**src/rtl/ucdp_afifo_wrarb_if.sv**
```systemverilog
// Requester-side and FIFO-write-side signal bundle of the async FIFO write arbiter.
// The slave modport is the arbiter's view; the master modport is the driving environment.
interface ucdp_afifo_wrarb_if #(
  parameter int dwidth_p = 8,
  parameter int awidth_p = 4,
  parameter int nreq_p   = 4
);
  localparam int idwidth_p = (nreq_p > 1) ? $clog2(nreq_p) : 1;

  logic [nreq_p-1:0]            req_valid_i;
  logic [nreq_p*dwidth_p-1:0]   req_data_i;
  logic [nreq_p-1:0]            req_last_i;
  logic [nreq_p*awidth_p-1:0]   req_len_i;
  logic [nreq_p-1:0]            req_ready_o;
  logic                         src_wr_en_o;
  logic [idwidth_p+dwidth_p-1:0] src_wr_data_o;
  logic                         src_wr_full_i;
  logic [awidth_p-1:0]          src_wr_space_avail_i;

  modport slave (
    input  req_valid_i, req_data_i, req_last_i, req_len_i,
    input  src_wr_full_i, src_wr_space_avail_i,
    output req_ready_o, src_wr_en_o, src_wr_data_o
  );

  modport master (
    output req_valid_i, req_data_i, req_last_i, req_len_i,
    output src_wr_full_i, src_wr_space_avail_i,
    input  req_ready_o, src_wr_en_o, src_wr_data_o
  );
endinterface

```
**src/rtl/ucdp_afifo_wrarb.sv**
```systemverilog
// Round-robin burst arbiter feeding the write side of an async FIFO; writes are tagged {id, payload}.
// Optional macro UCDP_AFIFO_WRARB_SPACECHK_EN: grant only bursts that already fit in the FIFO.
module ucdp_afifo_wrarb #(
  parameter int dwidth_p = 8,
  parameter int awidth_p = 4,
  parameter int nreq_p   = 4
) (
  input  logic                src_clk_i,
  input  logic                src_rst_an_i,
  ucdp_afifo_wrarb_if.slave   bus_if,
  output logic [nreq_p-1:0]   grant_o,
  output logic                busy_o
);
  localparam int idwidth_p = (nreq_p > 1) ? $clog2(nreq_p) : 1;
  localparam logic [idwidth_p-1:0] last_id_lp = idwidth_p'(nreq_p - 1);

  typedef enum logic {IDLE, BURST} state_e;

  state_e                 state_q, state_d;
  logic [nreq_p-1:0]      grant_q, grant_d;
  logic [idwidth_p-1:0]   gid_q, gid_d;
  logic [idwidth_p-1:0]   prio_q, prio_d;

  logic [nreq_p-1:0]      elig;
  logic                   win_found;
  logic [idwidth_p-1:0]   win_id;
  logic [idwidth_p:0]     search_idx;
  logic                   cur_valid;
  logic                   cur_last;
  logic [dwidth_p-1:0]    cur_data;
  logic [nreq_p-1:0]      ready;
  logic                   wr_en;
  logic [idwidth_p+dwidth_p-1:0] wr_data;

  for (genvar i = 0; i < nreq_p; i++) begin : g_elig
`ifdef UCDP_AFIFO_WRARB_SPACECHK_EN
    assign elig[i] = bus_if.req_valid_i[i] &&
                     (bus_if.req_len_i[i*awidth_p +: awidth_p] != '0) &&
                     (bus_if.req_len_i[i*awidth_p +: awidth_p] <= bus_if.src_wr_space_avail_i);
`else
    assign elig[i] = bus_if.req_valid_i[i];
`endif
  end

`ifndef UCDP_AFIFO_WRARB_SPACECHK_EN
  logic unused_spacechk;
  assign unused_spacechk = ^{bus_if.req_len_i, bus_if.src_wr_space_avail_i};
`endif

  // First eligible requester at or after the priority pointer, wrapping around.
  always_comb begin
    win_found  = 1'b0;
    win_id     = '0;
    search_idx = '0;
    for (int k = 0; k < nreq_p; k++) begin
      search_idx = {1'b0, prio_q} + (idwidth_p+1)'(k);
      if (search_idx >= (idwidth_p+1)'(nreq_p)) begin
        search_idx = search_idx - (idwidth_p+1)'(nreq_p);
      end
      if (!win_found && elig[search_idx[idwidth_p-1:0]]) begin
        win_found = 1'b1;
        win_id    = search_idx[idwidth_p-1:0];
      end
    end
  end

  always_comb begin
    cur_valid = bus_if.req_valid_i[gid_q];
    cur_last  = bus_if.req_last_i[gid_q];
    cur_data  = bus_if.req_data_i[int'(gid_q)*dwidth_p +: dwidth_p];
    ready     = '0;
    wr_en     = 1'b0;
    wr_data   = '0;
    if (state_q == BURST) begin
      ready = grant_q & {nreq_p{~bus_if.src_wr_full_i}};
      wr_en = cur_valid & ~bus_if.src_wr_full_i;
    end
    if (wr_en) begin
      wr_data = {gid_q, cur_data};
    end
  end

  always_comb begin
    state_d = state_q;
    grant_d = grant_q;
    gid_d   = gid_q;
    prio_d  = prio_q;
    case (state_q)
      IDLE: begin
        if (win_found) begin
          state_d = BURST;
          gid_d   = win_id;
          grant_d = {{(nreq_p-1){1'b0}}, 1'b1} << win_id;
        end
      end
      BURST: begin
        if (wr_en && cur_last) begin
          state_d = IDLE;
          grant_d = '0;
          gid_d   = '0;
          prio_d  = (gid_q == last_id_lp) ? '0 : gid_q + 1'b1;
        end
      end
      default: state_d = IDLE;
    endcase
  end

  always_ff @(posedge src_clk_i or negedge src_rst_an_i) begin
    if (!src_rst_an_i) begin
      state_q <= IDLE;
      grant_q <= '0;
      gid_q   <= '0;
      prio_q  <= '0;
    end else begin
      state_q <= state_d;
      grant_q <= grant_d;
      gid_q   <= gid_d;
      prio_q  <= prio_d;
    end
  end

  assign bus_if.req_ready_o   = ready;
  assign bus_if.src_wr_en_o   = wr_en;
  assign bus_if.src_wr_data_o = wr_data;
  assign grant_o              = grant_q;
  assign busy_o               = (state_q == BURST);

`ifdef UCDP_AFIFO_WRARB_SPACECHK_EN
  // A granted burst was checked to fit, so the FIFO must never report full during it.
  a_no_full_stall : assert property (@(posedge src_clk_i) disable iff (!src_rst_an_i)
                                     !((state_q == BURST) && bus_if.src_wr_full_i));
`endif
endmodule

```
**src/flat_wrapper.sv**
```systemverilog
// flat-port wrapper written by rule: the top's interface ports become plain ports
module ucdp_afifo_wrarb_flat 
#(
  parameter int dwidth_p = 8,
  parameter int awidth_p = 4,
  parameter int nreq_p   = 4
)
  (src_clk_i, src_rst_an_i, grant_o, busy_o, bus_if_req_valid_i, bus_if_req_data_i, bus_if_req_last_i, bus_if_req_len_i, bus_if_src_wr_full_i, bus_if_src_wr_space_avail_i, bus_if_req_ready_o, bus_if_src_wr_en_o, bus_if_src_wr_data_o);
  ucdp_afifo_wrarb_if #(.dwidth_p(dwidth_p), .awidth_p(awidth_p), .nreq_p(nreq_p)) bus_if_i ();
  input  logic src_clk_i;
  input  logic src_rst_an_i;
  output logic [nreq_p-1:0] grant_o;
  output logic busy_o;
  input wire logic [$bits(bus_if_i.req_valid_i)-1:0] bus_if_req_valid_i;
  input wire logic [$bits(bus_if_i.req_data_i)-1:0] bus_if_req_data_i;
  input wire logic [$bits(bus_if_i.req_last_i)-1:0] bus_if_req_last_i;
  input wire logic [$bits(bus_if_i.req_len_i)-1:0] bus_if_req_len_i;
  input wire logic [$bits(bus_if_i.src_wr_full_i)-1:0] bus_if_src_wr_full_i;
  input wire logic [$bits(bus_if_i.src_wr_space_avail_i)-1:0] bus_if_src_wr_space_avail_i;
  output wire logic [$bits(bus_if_i.req_ready_o)-1:0] bus_if_req_ready_o;
  output wire logic [$bits(bus_if_i.src_wr_en_o)-1:0] bus_if_src_wr_en_o;
  output wire logic [$bits(bus_if_i.src_wr_data_o)-1:0] bus_if_src_wr_data_o;
  assign bus_if_i.req_valid_i = bus_if_req_valid_i;
  assign bus_if_i.req_data_i = bus_if_req_data_i;
  assign bus_if_i.req_last_i = bus_if_req_last_i;
  assign bus_if_i.req_len_i = bus_if_req_len_i;
  assign bus_if_i.src_wr_full_i = bus_if_src_wr_full_i;
  assign bus_if_i.src_wr_space_avail_i = bus_if_src_wr_space_avail_i;
  assign bus_if_req_ready_o = bus_if_i.req_ready_o;
  assign bus_if_src_wr_en_o = bus_if_i.src_wr_en_o;
  assign bus_if_src_wr_data_o = bus_if_i.src_wr_data_o;
  ucdp_afifo_wrarb #(.dwidth_p(dwidth_p), .awidth_p(awidth_p), .nreq_p(nreq_p)) u_core (.src_clk_i(src_clk_i), .src_rst_an_i(src_rst_an_i), .bus_if(bus_if_i), .grant_o(grant_o), .busy_o(busy_o));
endmodule
```
**config.mk**
```make
export PLATFORM = sky130hd
export DESIGN_NAME = ucdp_afifo_wrarb_flat
export DESIGN_NICKNAME = d
export VERILOG_FILES = /design/src/rtl/ucdp_afifo_wrarb_if.sv /design/src/rtl/ucdp_afifo_wrarb.sv /design/src/flat_wrapper.sv
export SDC_FILE = /design/constraint.sdc
export NUM_CORES = 1
export LEC_CHECK = 0
export CAP_MARGIN = 20
export CELL_PAD_IN_SITES_DETAIL_PLACEMENT = 1
export CELL_PAD_IN_SITES_GLOBAL_PLACEMENT = 2
export CORE_MARGIN = 1.5
export CORE_UTILIZATION = 15
export CTS_CLUSTER_DIAMETER = 30
export DETAILED_ROUTE_END_ITERATION = 10
export PLACE_DENSITY_LB_ADDON = 0.05
export SETUP_SLACK_MARGIN = 0.05
export SLEW_MARGIN = 30
export SYNTH_ARGS = -nofsm -noshare
export SYNTH_HDL_FRONTEND = slang
export SYNTH_SLANG_ARGS = --single-unit
```
**constraint.sdc**
```tcl
create_clock -name src_clk_i -period 2.5 [get_ports src_clk_i]
set_input_delay 0.625 -clock src_clk_i [delete_from_list [all_inputs] [get_ports src_clk_i]]
set_output_delay 0.625 -clock src_clk_i [all_outputs]
set_load 0.05 [all_outputs]
```
* Yosys cells after proc, flatten, opt, wreduce, memory -nomap -nowiden
Cells that the tools add are included.
W data, S select, Z words.
** Word-level totals
- Logic and storage cells :: 76
- Bits of input ports :: 63
- Register bits :: 9
** Cells by class
- Reductions and logical operators :: 9
- Muxes and demuxes :: 37
- Bitwise logic cells :: 4
- $add $sub $neg :: 8
- Magnitude comparators :: 9
- Eq/ne operators :: 3
- Shifts and indexed selects :: 2
** Operators with widths (count)
- $shiftx A32 B6 Y8 :: 1
- $mux W2 :: 11
- $lt A2 B3 Y1 const B :: 5
- $mux W1 :: 13
- $bmux W1 S2 :: 6
- $mux W4 :: 3
- $mux W10 :: 1
- $ge A3 B3 Y1 const B :: 3
- $pmux W4 S2 :: 1
- $sub A2 B1 Y2 const B :: 4
- $add A2 B2 Y3 const B :: 2
- $and A4 B4 Y4 :: 1
- $logic_and A1 B1 Y1 :: 4
- $pmux W2 S2 :: 1
- $reduce_and A2 Y1 :: 2
- $shl A1 B2 Y4 const A :: 1
- $add A2 B1 Y3 const B :: 1
- $ge A2 B3 Y1 const B :: 1
- $logic_not A1 Y1 :: 3
- $add A2 B1 Y2 const B :: 1
- $eq A2 B2 Y1 const B :: 1
- $ne A2 B1 Y1 const B :: 1
- $ne A2 B2 Y1 const B :: 1
- $not A1 Y1 :: 2
- 2 further kinds :: 2

* Longest topological paths before layout
- Depth after elaboration :: 17
- Depth in mapped cells :: 6

* Least setup slack after synthesis
Ideal clock, no wire load.
- Path kind :: register -> output
- Start :: register u_core.state_q (netlist: u_core.busy_o)
- End :: output bus_if_src_wr_data_o[0]
- Data required time :: 1.875 ns
- Cell stages (with the launch flop) :: 5
- Buffers on the path :: 1
- Data arrival time :: 2.182 ns
- Path slack :: -0.307 ns
- Path through :: dfrtp_1 -> nor3b_1 -> a22o_1 -> clkbuf_1 -> and2_1
** On the way
- Cells in the longest elaborated chain, start to end :: 2
** RTL lines
- start, declared :: line ucdp_afifo_wrarb.sv:19 : state_e state_q, state_d;
- start signal, assigned :: line ucdp_afifo_wrarb.sv:115 : state_q <= state_d;
- $mux W1 :: line ucdp_afifo_wrarb.sv:74 : if (state_q == BURST) begin
- named net bus_if_src_wr_en_o :: line flat_wrapper.sv:21 : output wire logic [$bits(bus_if_i.src_wr_en_o)-1:0] bus_if_src_wr_en_o;
- $mux W10 :: line ucdp_afifo_wrarb.sv:78 : if (wr_en) begin
- end, declared :: line flat_wrapper.sv:22 : output wire logic [$bits(bus_if_i.src_wr_data_o)-1:0] bus_if_src_wr_data_o;
The timed path passes the listed nets, and every way through them passes these cells.

* Worst setup path after layout
- Start :: input bus_if_req_data_i[25]
- End :: output bus_if_src_wr_data_o[1]
** On the way
- Cells in the longest elaborated chain, start to end :: 2
** RTL lines
- start, declared :: line flat_wrapper.sv:15 : input wire logic [$bits(bus_if_i.req_data_i)-1:0] bus_if_req_data_i;
- $shiftx A32 B6 Y8 :: line ucdp_afifo_wrarb.sv:70 : cur_data = bus_if.req_data_i[int'(gid_q)*dwidth_p +: dwidth_p];
- $mux W10 :: line ucdp_afifo_wrarb.sv:78
Every way passes these cells.

==> metrics.csv <==
stage,metric,value,unit
run_status,outcome,finished clean,
final_layout,Nets,217,
timing,fin crit period,2.43,ns
grt,via count of the first global-routing pass,1074,
worst_setup_path,"Slowest-stage cell, CP",mux4_2,
detailed_routing,total detailed-routing wirelength,3610,um
final_layout,ANT cells,0,
clock_network,Max Root-Sink Buffers,2,
worst_setup_path,Worst Path Buf+Inv,2,
worst_setup_path,Setup CP Type,input port to primary output,
worst_setup_path,worst-path maximum fanout,1,
die,die area,6000,um^2
power_and_ir_drop,Peak VDD IR,429,uV
power_and_ir_drop,leakage,0.773,nW
grt,total grt overflow,0,
worst_setup_path,WP data required,1.88,ns
clock_network,CTS Buf Count,3,
clock_network,CTS tree,built,
worst_setup_path,CP top delay family,buffers and inverters,
die,starting density of the core,15.9,%
timing,Final TNS setup,0,ns
synth,post-synthesis cell area,832,um^2
detailed_routing,Vias/cell,4.19,
power_and_ir_drop,Power Density,955,nW/um^2
detailed_routing,Post-DRT Antenna Nets,0,
placed_design,pre-CTS WS,-0.269,ns
grt,initial antenna violation count,0,
timing,Slew HR,66.5,%
clock_network,CTS Root Cell,clkbuf_8,
synth,"FF+latch count, synth",9,
clock_network,H-tree Lvls,1,
die,die height,77.5,um
grt,gr usage total,12.3,%
worst_setup_path,Critical Path Sink Type,primary output,
timing,fmax,0.411,GHz
worst_setup_path,cell breakdown of the critical path,clkdlybuf4s50_1 -> mux4_2 -> and2_4 -> buf_12,
die,die width,77.5,um
placed_design,Placed Cells,217,
timing,RSZ-0062 raised after global routing,true,
worst_setup_path,Worst Setup Start Kind,input port,
detailed_routing,routed vias,931,
final_layout,share of cells above drive strength 1,38.2,%
grt,largest net degree at the start of global routing,12,
power_and_ir_drop,Clk pwr share,9.6,%
die,IO Count,83,
power_and_ir_drop,internal cell power,0.983,mW
detailed_routing,TritonRoute pass-1 iters,3,
placed_design,GPL Wtd Cong,0.690,
worst_setup_path,Max stage delay on crit path,0.47,ns
timing,period utilisation layout,97.2,%
clock_network,"Reg clk slew, reported paths",0.05,ns
detailed_routing,Avg WL per Cell,16.3,um
detailed_routing,Iter 0 DRT Violations,20,
clock_network,post-CTS setup buffer count,0,
die,FP Rows,26,
timing,clock skew,0.00209,ns
timing,Fin. Hold Viols,0,
worst_setup_path,Worst Path Arrival,1.81,ns
clock_network,worst skew pair latency,0.23,ns
synth,synthesis warning total,0,
timing,"Slew Viols, Final",0,
run,MaxCap Viol Count,0,
placed_design,hpwl dp,2780,um
final_layout,Finished Layout Cells,222,
power_and_ir_drop,Reg power frac,15.1,%
worst_setup_path,Reg2Reg Setup Slack,0.66,ns
die,Core ar.,5240,um^2
synth,Avg Inst Size Synth,10.7,um^2
power_and_ir_drop,switching share of total power,44.3,%
synth,Syn Nets,142,
power_and_ir_drop,Overall Power,1.76,mW
grt,first-pass GRT wire length,5760,um
clock_network,clk sinks,9,
timing,Final setup viols,0,
power_and_ir_drop,Comb power frac,75.3,%
timing,final worst slack,0.0695,ns
worst_hold_path,Hold Path Class,flop to flop,
timing,hold slack,0.538,ns
detailed_routing,DRC,0,
power_and_ir_drop,switching power,0.782,mW
synth,Cell variety after synth,30,
timing,Slew @ Worst Pin,0.501,ns
synth,register area share after synthesis,27.1,%
placed_design,I/O Buffers,62,
final_layout,"Area growth, synth to finish",122,%
synth,Post-Syn Instances,78,
==> power by group through the flow <==
stage	Combinational, mW	Clock, mW	Sequential [mW]
2_1_floorplan	0.652	0	0.347
3_3_place_gp	1.25	0	0.263
3_5_place_dp	1.27	0	0.266
4_1_cts	1.35	0.172	0.267
5_1_grt	1.41	0.179	0.278
6_report	1.33	0.170	0.266
==> per-layer routing <==
layer / part of all wire [%] / up-vias / track usage, % / wire length [um]
met1: 43 / 444 / 15.0 / 1540
met4: 1.1 / 0 / 3.64 / 38
met3: 6.8 / 4 / 3.18 / 245
met5: 0 / - / 0 / 0
li1: - / 447 / - / -
met2: 49 / 36 / 21.3 / 1790
==> cells in the mapped netlist <==
| cell | n | area share [%] |
|---|---|---|
| a21oi_1 | 5 | 3.0 |
| a22o_1 | 2 | 2.1 |
| a32o_1 | 2 | 2.4 |
| and2_1 | 14 | 11 |
| and2_4 | 1 | 1.1 |
| and3b_1 | 1 | 1.1 |
| buf_2 | 2 | 1.2 |
| buf_6 | 2 | 2.7 |
| clkbuf_1 | 2 | 0.90 |
| dfrtp_1 | 9 | 27 |
| ha_1 | 1 | 1.5 |
| inv_1 | 2 | 0.90 |
| mux2_1 | 1 | 1.4 |
| mux2_4 | 2 | 3.6 |
| mux2i_1 | 1 | 1.2 |
| mux4_1 | 1 | 3.2 |
| mux4_2 | 8 | 22 |
| nand2_1 | 4 | 1.8 |
| nand2b_1 | 1 | 0.75 |
| nand3_1 | 1 | 0.60 |
| nor2_1 | 5 | 2.3 |
| nor3_1 | 1 | 0.60 |
| nor3b_1 | 1 | 0.90 |
| nor4_1 | 1 | 0.75 |
| o21a_1 | 1 | 0.90 |
| o21ai_0 | 1 | 0.60 |
| o22a_1 | 1 | 1.1 |
| o22ai_1 | 2 | 1.5 |
| o32ai_1 | 2 | 2.1 |
| or2_2 | 1 | 0.75 |
==> cell families after synthesis <==
| family | synth area share (%) |
|---|---|
| adder cells (fa/ha/maj) | 1.50 |
| AO/OA/AOI/OAI | 13.7 |
| multiplexers | 31.0 |
| buffers and inverters | 5.71 |
| flip-flops | 27.1 |
| AND/OR/NAND/NOR | 21.1 |
==> sequential cells by signal, summed over array words and instances, names as in the netlist <==
| name | count |
|---|---|
| u_core.busy_o | 1 |
| u_core.gid_q | 2 |
| u_core.grant_o | 4 |
| u_core.prio_q | 2 |
==> timing repair <==
action / 4_1_cts / 5_1_grt
gates cloned: 1 / 0
hold buffers: 0 / 0
setup endpoints to repair: 10 / 7
endpoints found under the hold margin: 0 / 0
resized for setup: 22 / 2
pin swaps: 5 / 6
==> final cells by class <==
type	count	area, um^2
sequential	9	225
fill	582	3390
clock buffer	4	45.0
tap	70	87.6
inverter	2	7.51
timing repair buffer	75	867
multi-input combinational	62	614
==> stage by stage <==
step	util, %	instance area (um^2)
finish	35.3	1850
global route	35.3	1850
CTS	35.2	1840
detailed placement	33.6	1760
global placement	33.6	1760
floorplan	-	843
==> placed cells by master, fill, tap and decap left out, types with 2 or more instances in the layout <==
cell,instances
a32o_1,2
clkbuf_8,3
a21oi_1,5
mux4_2,9
nor2_1,5
dlygate4sd2_1,5
clkdlybuf4s50_1,40
buf_4,13
a22o_4,2
and2_1,5
o22ai_1,2
inv_1,2
mux2_4,3
and2_4,10
dlymetal6s2s_1,2
dfrtp_1,9
nand2_1,4
buf_12,15
o32ai_1,2
==> path summary, 6_finish.rpt <==
path	startpoint	end	depth (start not counted)
worst max-delay path	bus_if_req_data_i[25]	bus_if_src_wr_data_o[1]	4
worst min-delay path	u_core.grant_o[1]	u_core.grant_o[1]	1
worst max register to register	u_core.gid_q[0]	u_core.prio_q[1]	4
worst min register to register	u_core.grant_o[1]	u_core.grant_o[1]	1
max in group asynchronous	src_rst_an_i	u_core.gid_q[0]	1
min in group asynchronous	src_rst_an_i	u_core.grant_o[0]	1
No activity file was read; power rests on OpenSTA's default activity.
